$ cat src/rtl/mem_arb_pkg.sv
`default_nettype none
// ============================================================================
//  Module      : mem_arb_pkg
//  Description : Shared types, constants and the round-robin pick helper for
//                the memory port arbiter.
//  Revision    : 1.0  initial release
// ============================================================================
package mem_arb_pkg;

    // Per-path transaction state: waiting for a request, forwarding the
    // request downstream, waiting for the downstream reply.
    typedef enum logic [1:0] {
        ST_IDLE = 2'd0,
        ST_REQ  = 2'd1,
        ST_RESP = 2'd2
    } path_state_e;

    // Width of the read/write response code.
    localparam int RESP_W = 2;

    // Largest master count the pick helper can search; callers zero-extend
    // their valid vector to this width.
    localparam int MAX_PORTS = 32;
    localparam int MAX_IDX_W = $clog2(MAX_PORTS);

    // Returns the first set index of valid, searching ptr, ptr+1, ... and
    // wrapping modulo num_ports. Returns ptr when nothing is set. Callers
    // truncate the result to their own $clog2(NUM_PORTS) index width.
    function automatic int unsigned rr_pick(
        input logic [MAX_PORTS-1:0] valid,
        input int unsigned          ptr,
        input int unsigned          num_ports
    );
        int unsigned idx;
        logic        found;
        found   = 1'b0;
        rr_pick = ptr;
        for (int unsigned i = 0; i < MAX_PORTS; i++) begin
            idx = ptr + i;
            if (idx >= num_ports) begin
                idx = idx - num_ports;
            end
            if (!found && (i < num_ports) && valid[idx[MAX_IDX_W-1:0]]) begin
                found   = 1'b1;
                rr_pick = idx;
            end
        end
    endfunction

endpackage
`default_nettype wire

$ cat src/rtl/mem_arb_path.sv
`default_nettype none
// ============================================================================
//  Module      : mem_arb_path
//  Description : One arbitration path (read or write). Round-robin grant of
//                a single outstanding transaction, request payload mux and
//                reply valid/ready routing back to the granted master.
//  Revision    : 1.0  initial release
// ============================================================================
module mem_arb_path
    import mem_arb_pkg::*;
#(
    parameter int NUM_PORTS = 2,
    parameter int PAYLOAD_W = 32
) (
    input  logic                           clk,
    input  logic                           rst,
    input  logic [NUM_PORTS-1:0]           req_valid_i,
    output logic [NUM_PORTS-1:0]           req_ready_o,
    input  logic [NUM_PORTS*PAYLOAD_W-1:0] req_payload_i,
    output logic [NUM_PORTS-1:0]           rep_valid_o,
    input  logic [NUM_PORTS-1:0]           rep_ready_i,
    output logic                           dn_req_valid_o,
    input  logic                           dn_req_ready_i,
    output logic [PAYLOAD_W-1:0]           dn_req_payload_o,
    input  logic                           dn_rep_valid_i,
    output logic                           dn_rep_ready_o
);

    localparam int                IDX_W    = $clog2(NUM_PORTS);
    localparam logic [IDX_W-1:0]  LAST_IDX = IDX_W'(NUM_PORTS - 1);

    path_state_e      state_q, state_d;
    logic [IDX_W-1:0] grant_q, grant_d;
    logic [IDX_W-1:0] ptr_q,   ptr_d;

    // The granted master's payload is forwarded without a register stage.
    assign dn_req_payload_o = req_payload_i[grant_q*PAYLOAD_W +: PAYLOAD_W];

    // State, grant and round-robin pointer registers.
    always_ff @(posedge clk) begin
        if (rst) begin
            state_q <= ST_IDLE;
            grant_q <= '0;
            ptr_q   <= '0;
        end else begin
            state_q <= state_d;
            grant_q <= grant_d;
            ptr_q   <= ptr_d;
        end
    end

    // Next-state logic and handshake routing; only the granted master ever
    // sees ready or reply valid, and only in the matching phase.
    always_comb begin
        state_d        = state_q;
        grant_d        = grant_q;
        ptr_d          = ptr_q;
        req_ready_o    = '0;
        rep_valid_o    = '0;
        dn_req_valid_o = 1'b0;
        dn_rep_ready_o = 1'b0;
        case (state_q)
            ST_IDLE: begin
                if (|req_valid_i) begin
                    grant_d = IDX_W'(rr_pick(MAX_PORTS'(req_valid_i), 32'(ptr_q), NUM_PORTS));
                    state_d = ST_REQ;
                end
            end
            ST_REQ: begin
                dn_req_valid_o       = 1'b1;
                req_ready_o[grant_q] = dn_req_ready_i;
                if (dn_req_ready_i) begin
                    state_d = ST_RESP;
                end
            end
            ST_RESP: begin
                rep_valid_o[grant_q] = dn_rep_valid_i;
                dn_rep_ready_o       = rep_ready_i[grant_q];
                // The pointer moves past the winner only once its reply lands.
                if (dn_rep_valid_i && rep_ready_i[grant_q]) begin
                    ptr_d   = (grant_q == LAST_IDX) ? '0 : grant_q + IDX_W'(1);
                    state_d = ST_IDLE;
                end
            end
            default: begin
                state_d = ST_IDLE;
            end
        endcase
    end

endmodule
`default_nettype wire

$ cat src/rtl/mem_port_arbiter.sv
`default_nettype none
// ============================================================================
//  Module      : mem_port_arbiter
//  Description : N-to-1 memory arbiter with independent read and write paths.
//                This level only packs/unpacks per-master payloads; the
//                arbitration lives in mem_arb_path.
//  Revision    : 1.0  initial release
// ============================================================================
module mem_port_arbiter
    import mem_arb_pkg::*;
#(
    parameter int NUM_PORTS  = 2,
    parameter int ADDR_WIDTH = 32,
    parameter int DATA_WIDTH = 128
) (
    input  logic                              clk,
    input  logic                              rst,
    // upstream read channel
    input  logic [NUM_PORTS-1:0]              up_r_request_valid_i,
    output logic [NUM_PORTS-1:0]              up_r_request_ready_o,
    input  logic [NUM_PORTS*ADDR_WIDTH-1:0]   up_r_request_raddr_i,
    output logic [NUM_PORTS-1:0]              up_r_reply_valid_o,
    input  logic [NUM_PORTS-1:0]              up_r_reply_ready_i,
    output logic [DATA_WIDTH-1:0]             up_r_reply_rdata_o,
    output logic [RESP_W-1:0]                 up_r_reply_rresp_o,
    // upstream write channel
    input  logic [NUM_PORTS-1:0]              up_w_request_valid_i,
    output logic [NUM_PORTS-1:0]              up_w_request_ready_o,
    input  logic [NUM_PORTS*ADDR_WIDTH-1:0]   up_w_request_waddr_i,
    input  logic [NUM_PORTS*DATA_WIDTH-1:0]   up_w_request_wdata_i,
    input  logic [NUM_PORTS*DATA_WIDTH/8-1:0] up_w_request_wmask_i,
    output logic [NUM_PORTS-1:0]              up_w_reply_valid_o,
    input  logic [NUM_PORTS-1:0]              up_w_reply_ready_i,
    output logic [RESP_W-1:0]                 up_w_reply_bresp_o,
    // downstream read channel
    output logic                              dn_r_request_valid_o,
    input  logic                              dn_r_request_ready_i,
    output logic [ADDR_WIDTH-1:0]             dn_r_request_raddr_o,
    input  logic                              dn_r_reply_valid_i,
    output logic                              dn_r_reply_ready_o,
    input  logic [DATA_WIDTH-1:0]             dn_r_reply_rdata_i,
    input  logic [RESP_W-1:0]                 dn_r_reply_rresp_i,
    // downstream write channel
    output logic                              dn_w_request_valid_o,
    input  logic                              dn_w_request_ready_i,
    output logic [ADDR_WIDTH-1:0]             dn_w_request_waddr_o,
    output logic [DATA_WIDTH-1:0]             dn_w_request_wdata_o,
    output logic [DATA_WIDTH/8-1:0]           dn_w_request_wmask_o,
    input  logic                              dn_w_reply_valid_i,
    output logic                              dn_w_reply_ready_o,
    input  logic [RESP_W-1:0]                 dn_w_reply_bresp_i
);

    localparam int MASK_W = DATA_WIDTH / 8;
    localparam int WR_PW  = ADDR_WIDTH + DATA_WIDTH + MASK_W;

    logic [NUM_PORTS*WR_PW-1:0] w_wr_payload;
    logic [WR_PW-1:0]           w_dn_wr_payload;

    // Write payload per master is addr|data|mask, MSB first.
    for (genvar i = 0; i < NUM_PORTS; i++) begin : g_wr_pack
        assign w_wr_payload[i*WR_PW +: WR_PW] = {
            up_w_request_waddr_i[i*ADDR_WIDTH +: ADDR_WIDTH],
            up_w_request_wdata_i[i*DATA_WIDTH +: DATA_WIDTH],
            up_w_request_wmask_i[i*MASK_W     +: MASK_W]
        };
    end

    assign {dn_w_request_waddr_o, dn_w_request_wdata_o, dn_w_request_wmask_o} = w_dn_wr_payload;

    // Reply payloads are shared; only the owning master's valid qualifies them.
    assign up_r_reply_rdata_o = dn_r_reply_rdata_i;
    assign up_r_reply_rresp_o = dn_r_reply_rresp_i;
    assign up_w_reply_bresp_o = dn_w_reply_bresp_i;

    mem_arb_path #(
        .NUM_PORTS (NUM_PORTS),
        .PAYLOAD_W (ADDR_WIDTH)
    ) u_rd_path (
        .clk              (clk),
        .rst              (rst),
        .req_valid_i      (up_r_request_valid_i),
        .req_ready_o      (up_r_request_ready_o),
        .req_payload_i    (up_r_request_raddr_i),
        .rep_valid_o      (up_r_reply_valid_o),
        .rep_ready_i      (up_r_reply_ready_i),
        .dn_req_valid_o   (dn_r_request_valid_o),
        .dn_req_ready_i   (dn_r_request_ready_i),
        .dn_req_payload_o (dn_r_request_raddr_o),
        .dn_rep_valid_i   (dn_r_reply_valid_i),
        .dn_rep_ready_o   (dn_r_reply_ready_o)
    );

    mem_arb_path #(
        .NUM_PORTS (NUM_PORTS),
        .PAYLOAD_W (WR_PW)
    ) u_wr_path (
        .clk              (clk),
        .rst              (rst),
        .req_valid_i      (up_w_request_valid_i),
        .req_ready_o      (up_w_request_ready_o),
        .req_payload_i    (w_wr_payload),
        .rep_valid_o      (up_w_reply_valid_o),
        .rep_ready_i      (up_w_reply_ready_i),
        .dn_req_valid_o   (dn_w_request_valid_o),
        .dn_req_ready_i   (dn_w_request_ready_i),
        .dn_req_payload_o (w_dn_wr_payload),
        .dn_rep_valid_i   (dn_w_reply_valid_i),
        .dn_rep_ready_o   (dn_w_reply_ready_o)
    );

endmodule
`default_nettype wire

$ cat config.mk
export PLATFORM = sky130hd
export DESIGN_NAME = mem_port_arbiter
export DESIGN_NICKNAME = d
export VERILOG_FILES = /design/src/rtl/mem_arb_pkg.sv /design/src/rtl/mem_arb_path.sv /design/src/rtl/mem_port_arbiter.sv
export SDC_FILE = /design/constraint.sdc
export NUM_CORES = 1
export LEC_CHECK = 0
export ABC_AREA = 1
export CAP_MARGIN = 20
export CORE_AREA = 2 2 357 359
export CTS_CLUSTER_DIAMETER = 100
export DETAILED_ROUTE_END_ITERATION = 7
export DIE_AREA = 0 0 359 361
export MAX_ROUTING_LAYER = met4
export PLACE_DENSITY = 0.32
export SYNTH_ARGS = -nofsm -noshare
export SYNTH_HDL_FRONTEND = slang
export SYNTH_SLANG_ARGS = --single-unit
$ cat constraint.sdc
create_clock -name clk -period 1.4 [get_ports clk]
set_clock_uncertainty 0.1 [all_clocks]
set_input_delay 0.42 -clock clk [delete_from_list [all_inputs] [get_ports clk]]
set_output_delay 0.42 -clock clk [all_outputs]
set_load 0.02 [all_outputs]
==> metrics.md <==
| Metric | Value |
|---|---|
| Avg Cell Area, Syn | `4.61 um^2` |
| Min cycle time layout | `2.07 ns` |
| Core Rows | `130` |
| Sequential share of the synthesized area | `3.95%` |
| Sw Share | `44.9%` |
| F_max | `483 MHz` |
| Initial Utilization | `3.23%` |
| Flops & latches, synth | `8` |
| GRT overflow | `0` |
| First-pass GRT wire length | `76.3 mm` |
| All-layer global routing usage | `9.15%` |
| Unrepaired setup endpoints after global routing | `true` |
| Sequential Power Share | `3.4%` |
| Clock root cell | `clkbuf_16` |
| Placer congestion estimate | `0.811` |
| Syn-to-layout area delta | `299%` |
| Core area | `0.125 mm^2` |
| Setup Crit Path Kind | `flop to primary output` |
| Cts hold-fix bufs | `0` |
| Fill cells | `14,500` |
| Worst EP required | `0.88 ns` |
| Syn Nets | `1,442` |
| H-tree depth | `1` |
| Vias in the first global route | `7,768` |
| Critical Path End Type | `primary output` |
| First drt pass iteration count | `4` |
| Slew headroom | `77.8%` |
| Clock Power Share | `6.7%` |
| CP max FO | `7` |
| Distinct cells, synth | `15` |
| Max-slew violation count | `0` |
| Die span in y | `361 um` |
| Post-Syn Instances | `880` |
| WL/cell | `20.3 um` |
| Pwr dens | `475 mW/mm^2` |
| DRT antenna net count | `0` |
| Clk sink count | `8` |
| Comb pwr share | `90.0%` |
| YS warnings | `0` |
| Worst vdd ir | `0.411 mV` |
| Initial DRC count | `205` |
| Setup crit start kind | `flop` |
| Clock latency at the later pin of the worst-skew pair | `0.23 ns` |
| Final setup viols | `222` |
| Most frequent cells in the layout | `clkdlybuf4s50_1, nand2_1, nand2_2` |
| Final hold viol count | `0` |
| MaxCap Viol Count | `0` |
| CTS tree | `built` |
| Post-DP HPWL | `55.4 mm` |
| Final Cycle Share | `148%` |
| Number of port buffers | `649` |
| Measured slew at the worst slew-check pin | `0.332 ns` |
| Vias | `7,750` |
| Post-Syn Area | `0.00405 mm^2` |
| Run status | `finished with violations` |
| Min Hold Slack | `0.381 ns` |
| Reg2Reg Depth | `10` |
| Die ar. | `0.130 mm^2` |
| Die width | `359 um` |
| Initial antenna violation count | `14` |
| TritonCTS buffer count | `3` |
| Worst path arrival time | `1.55 ns` |
| Via density per instance | `2.46` |
| Failing checks | `setup timing` |
| Hold crit path type | `flop to flop` |
| Ports | `914` |
| Share of layout cells above drive strength 1 | `51.4%` |
| DRC viols | `0` |
| Post-Route WL | `63.8 mm` |
| Pint | `4.22 mW` |
| Leakage | `7.07 nW` |
| Switching power | `3.45 mW` |
| Nets | `2,055` |
| Hold Crit Depth | `2` |
| Largest net degree at the start of global routing | `36` |
| PnR worst setup slack | `-0.671 ns` |
| Commonest non-fill, non-tap cell in the layout | `clkdlybuf4s50_1` |
| Clock transition at path regs | `0.04 ns` |
| Max clock buf depth | `2` |
| Total Power | `7.67 mW` |
==> layer usage <==
metal  GRT usage [%]  share of wire, %
met1            8.95                34
met2            15.9                51
met3            5.40                14
met4            1.17               1.8
met5               -                 0
==> flip-flops by register name, indices dropped and copies added (netlist names) <==
signal	count
u_wr_path.grant_q	1
u_rd_path.ptr_q	1
u_wr_path.state_q	2
u_wr_path.ptr_q	1
u_rd_path.grant_q	1
u_rd_path.state_q	2
==> what timing repair did <==
item	4_1_cts	5_1_grt
setup endpoints to repair	223	224
setup buffers	21	42
gates cloned	3	13
resized for setup	487	716
pin swaps	26	99
==> critical path: stages, from the launching register on <==
cell	delay (ns)
dfxtp_4	0.34
buf_12	0.16
buf_16	0.18
buf_4	0.17
clkbuf_16	0.13
nand2_1	0.05
nand2_2	0.11
buf_12	0.14
==> cell type report <==
type	count	area, um^2	share of cell area (%)
Sequential cell	8	175	1.08
Antenna cell	3	7.51	0.0464
Timing Repair inverter	1	30.0	0.186
Inverter	14	88.8	0.550
Clock buffer	4	78.8	0.488
Timing Repair Buffer	785	9320	57.6
Multi-Input combinational cell	680	4400	27.2
Tap cell	1650	2060	12.8
==> logic make-up after synthesis <==
logic type      share of synthesized area, %
simple gates                            62.4
buf+inv                                 32.5
compound gates                          1.11
flops                                   3.95
==> synth_stat cells <==
library cell	n	share of area (%)
a21oi_1	7	0.86
clkbuf_1	4	0.37
o21ai_0	2	0.25
nand2_1	647	60
buf_4	146	27
inv_2	1	0.093
nand4_1	1	0.15
nor3_1	3	0.37
inv_4	1	0.15
buf_6	2	0.56
buf_2	26	3.2
inv_1	12	1.1
dfxtp_1	8	4.0
nor2_1	17	1.6
nand3_1	3	0.37
==> power by group through the flow <==
stage          logic (mW)  clock network [mW]  registers (mW)
6_report             6.90               0.511           0.260
5_1_grt              7.38               0.544           0.262
4_1_cts              6.02               0.523           0.257
3_5_place_dp         5.77                   0           0.265
3_3_place_gp         5.78                   0           0.265
2_1_floorplan        2.27                   0           0.258
==> metrics by stage <==
stage	cells	cell area [um^2]	setup TNS (ns)	util, %	setup WS [ns]
global route	3144	16200	-135.19	12.9	-0.747
floorplan	880	4450	-4.92	-	-0.0542
global placement	3060	13000	-140.12	10.4	-0.938
CTS	3088	13600	-135.94	10.9	-0.750
finish	3145	16200	-120.25	12.9	-0.671
detailed placement	3060	13000	-139.05	10.4	-0.928
==> final timing paths <==
kind                           from                        end  slack, ns
hold reg to reg     u_rd_path.ptr_q            u_rd_path.ptr_q       0.38
setup reg to reg  u_wr_path.grant_q            u_wr_path.ptr_q      -0.12
setup / recovery  u_wr_path.grant_q  dn_w_request_wdata_o[116]      -0.67
hold / removal      u_rd_path.ptr_q            u_rd_path.ptr_q       0.38
No activity file was read; power rests on OpenSTA's default activity.
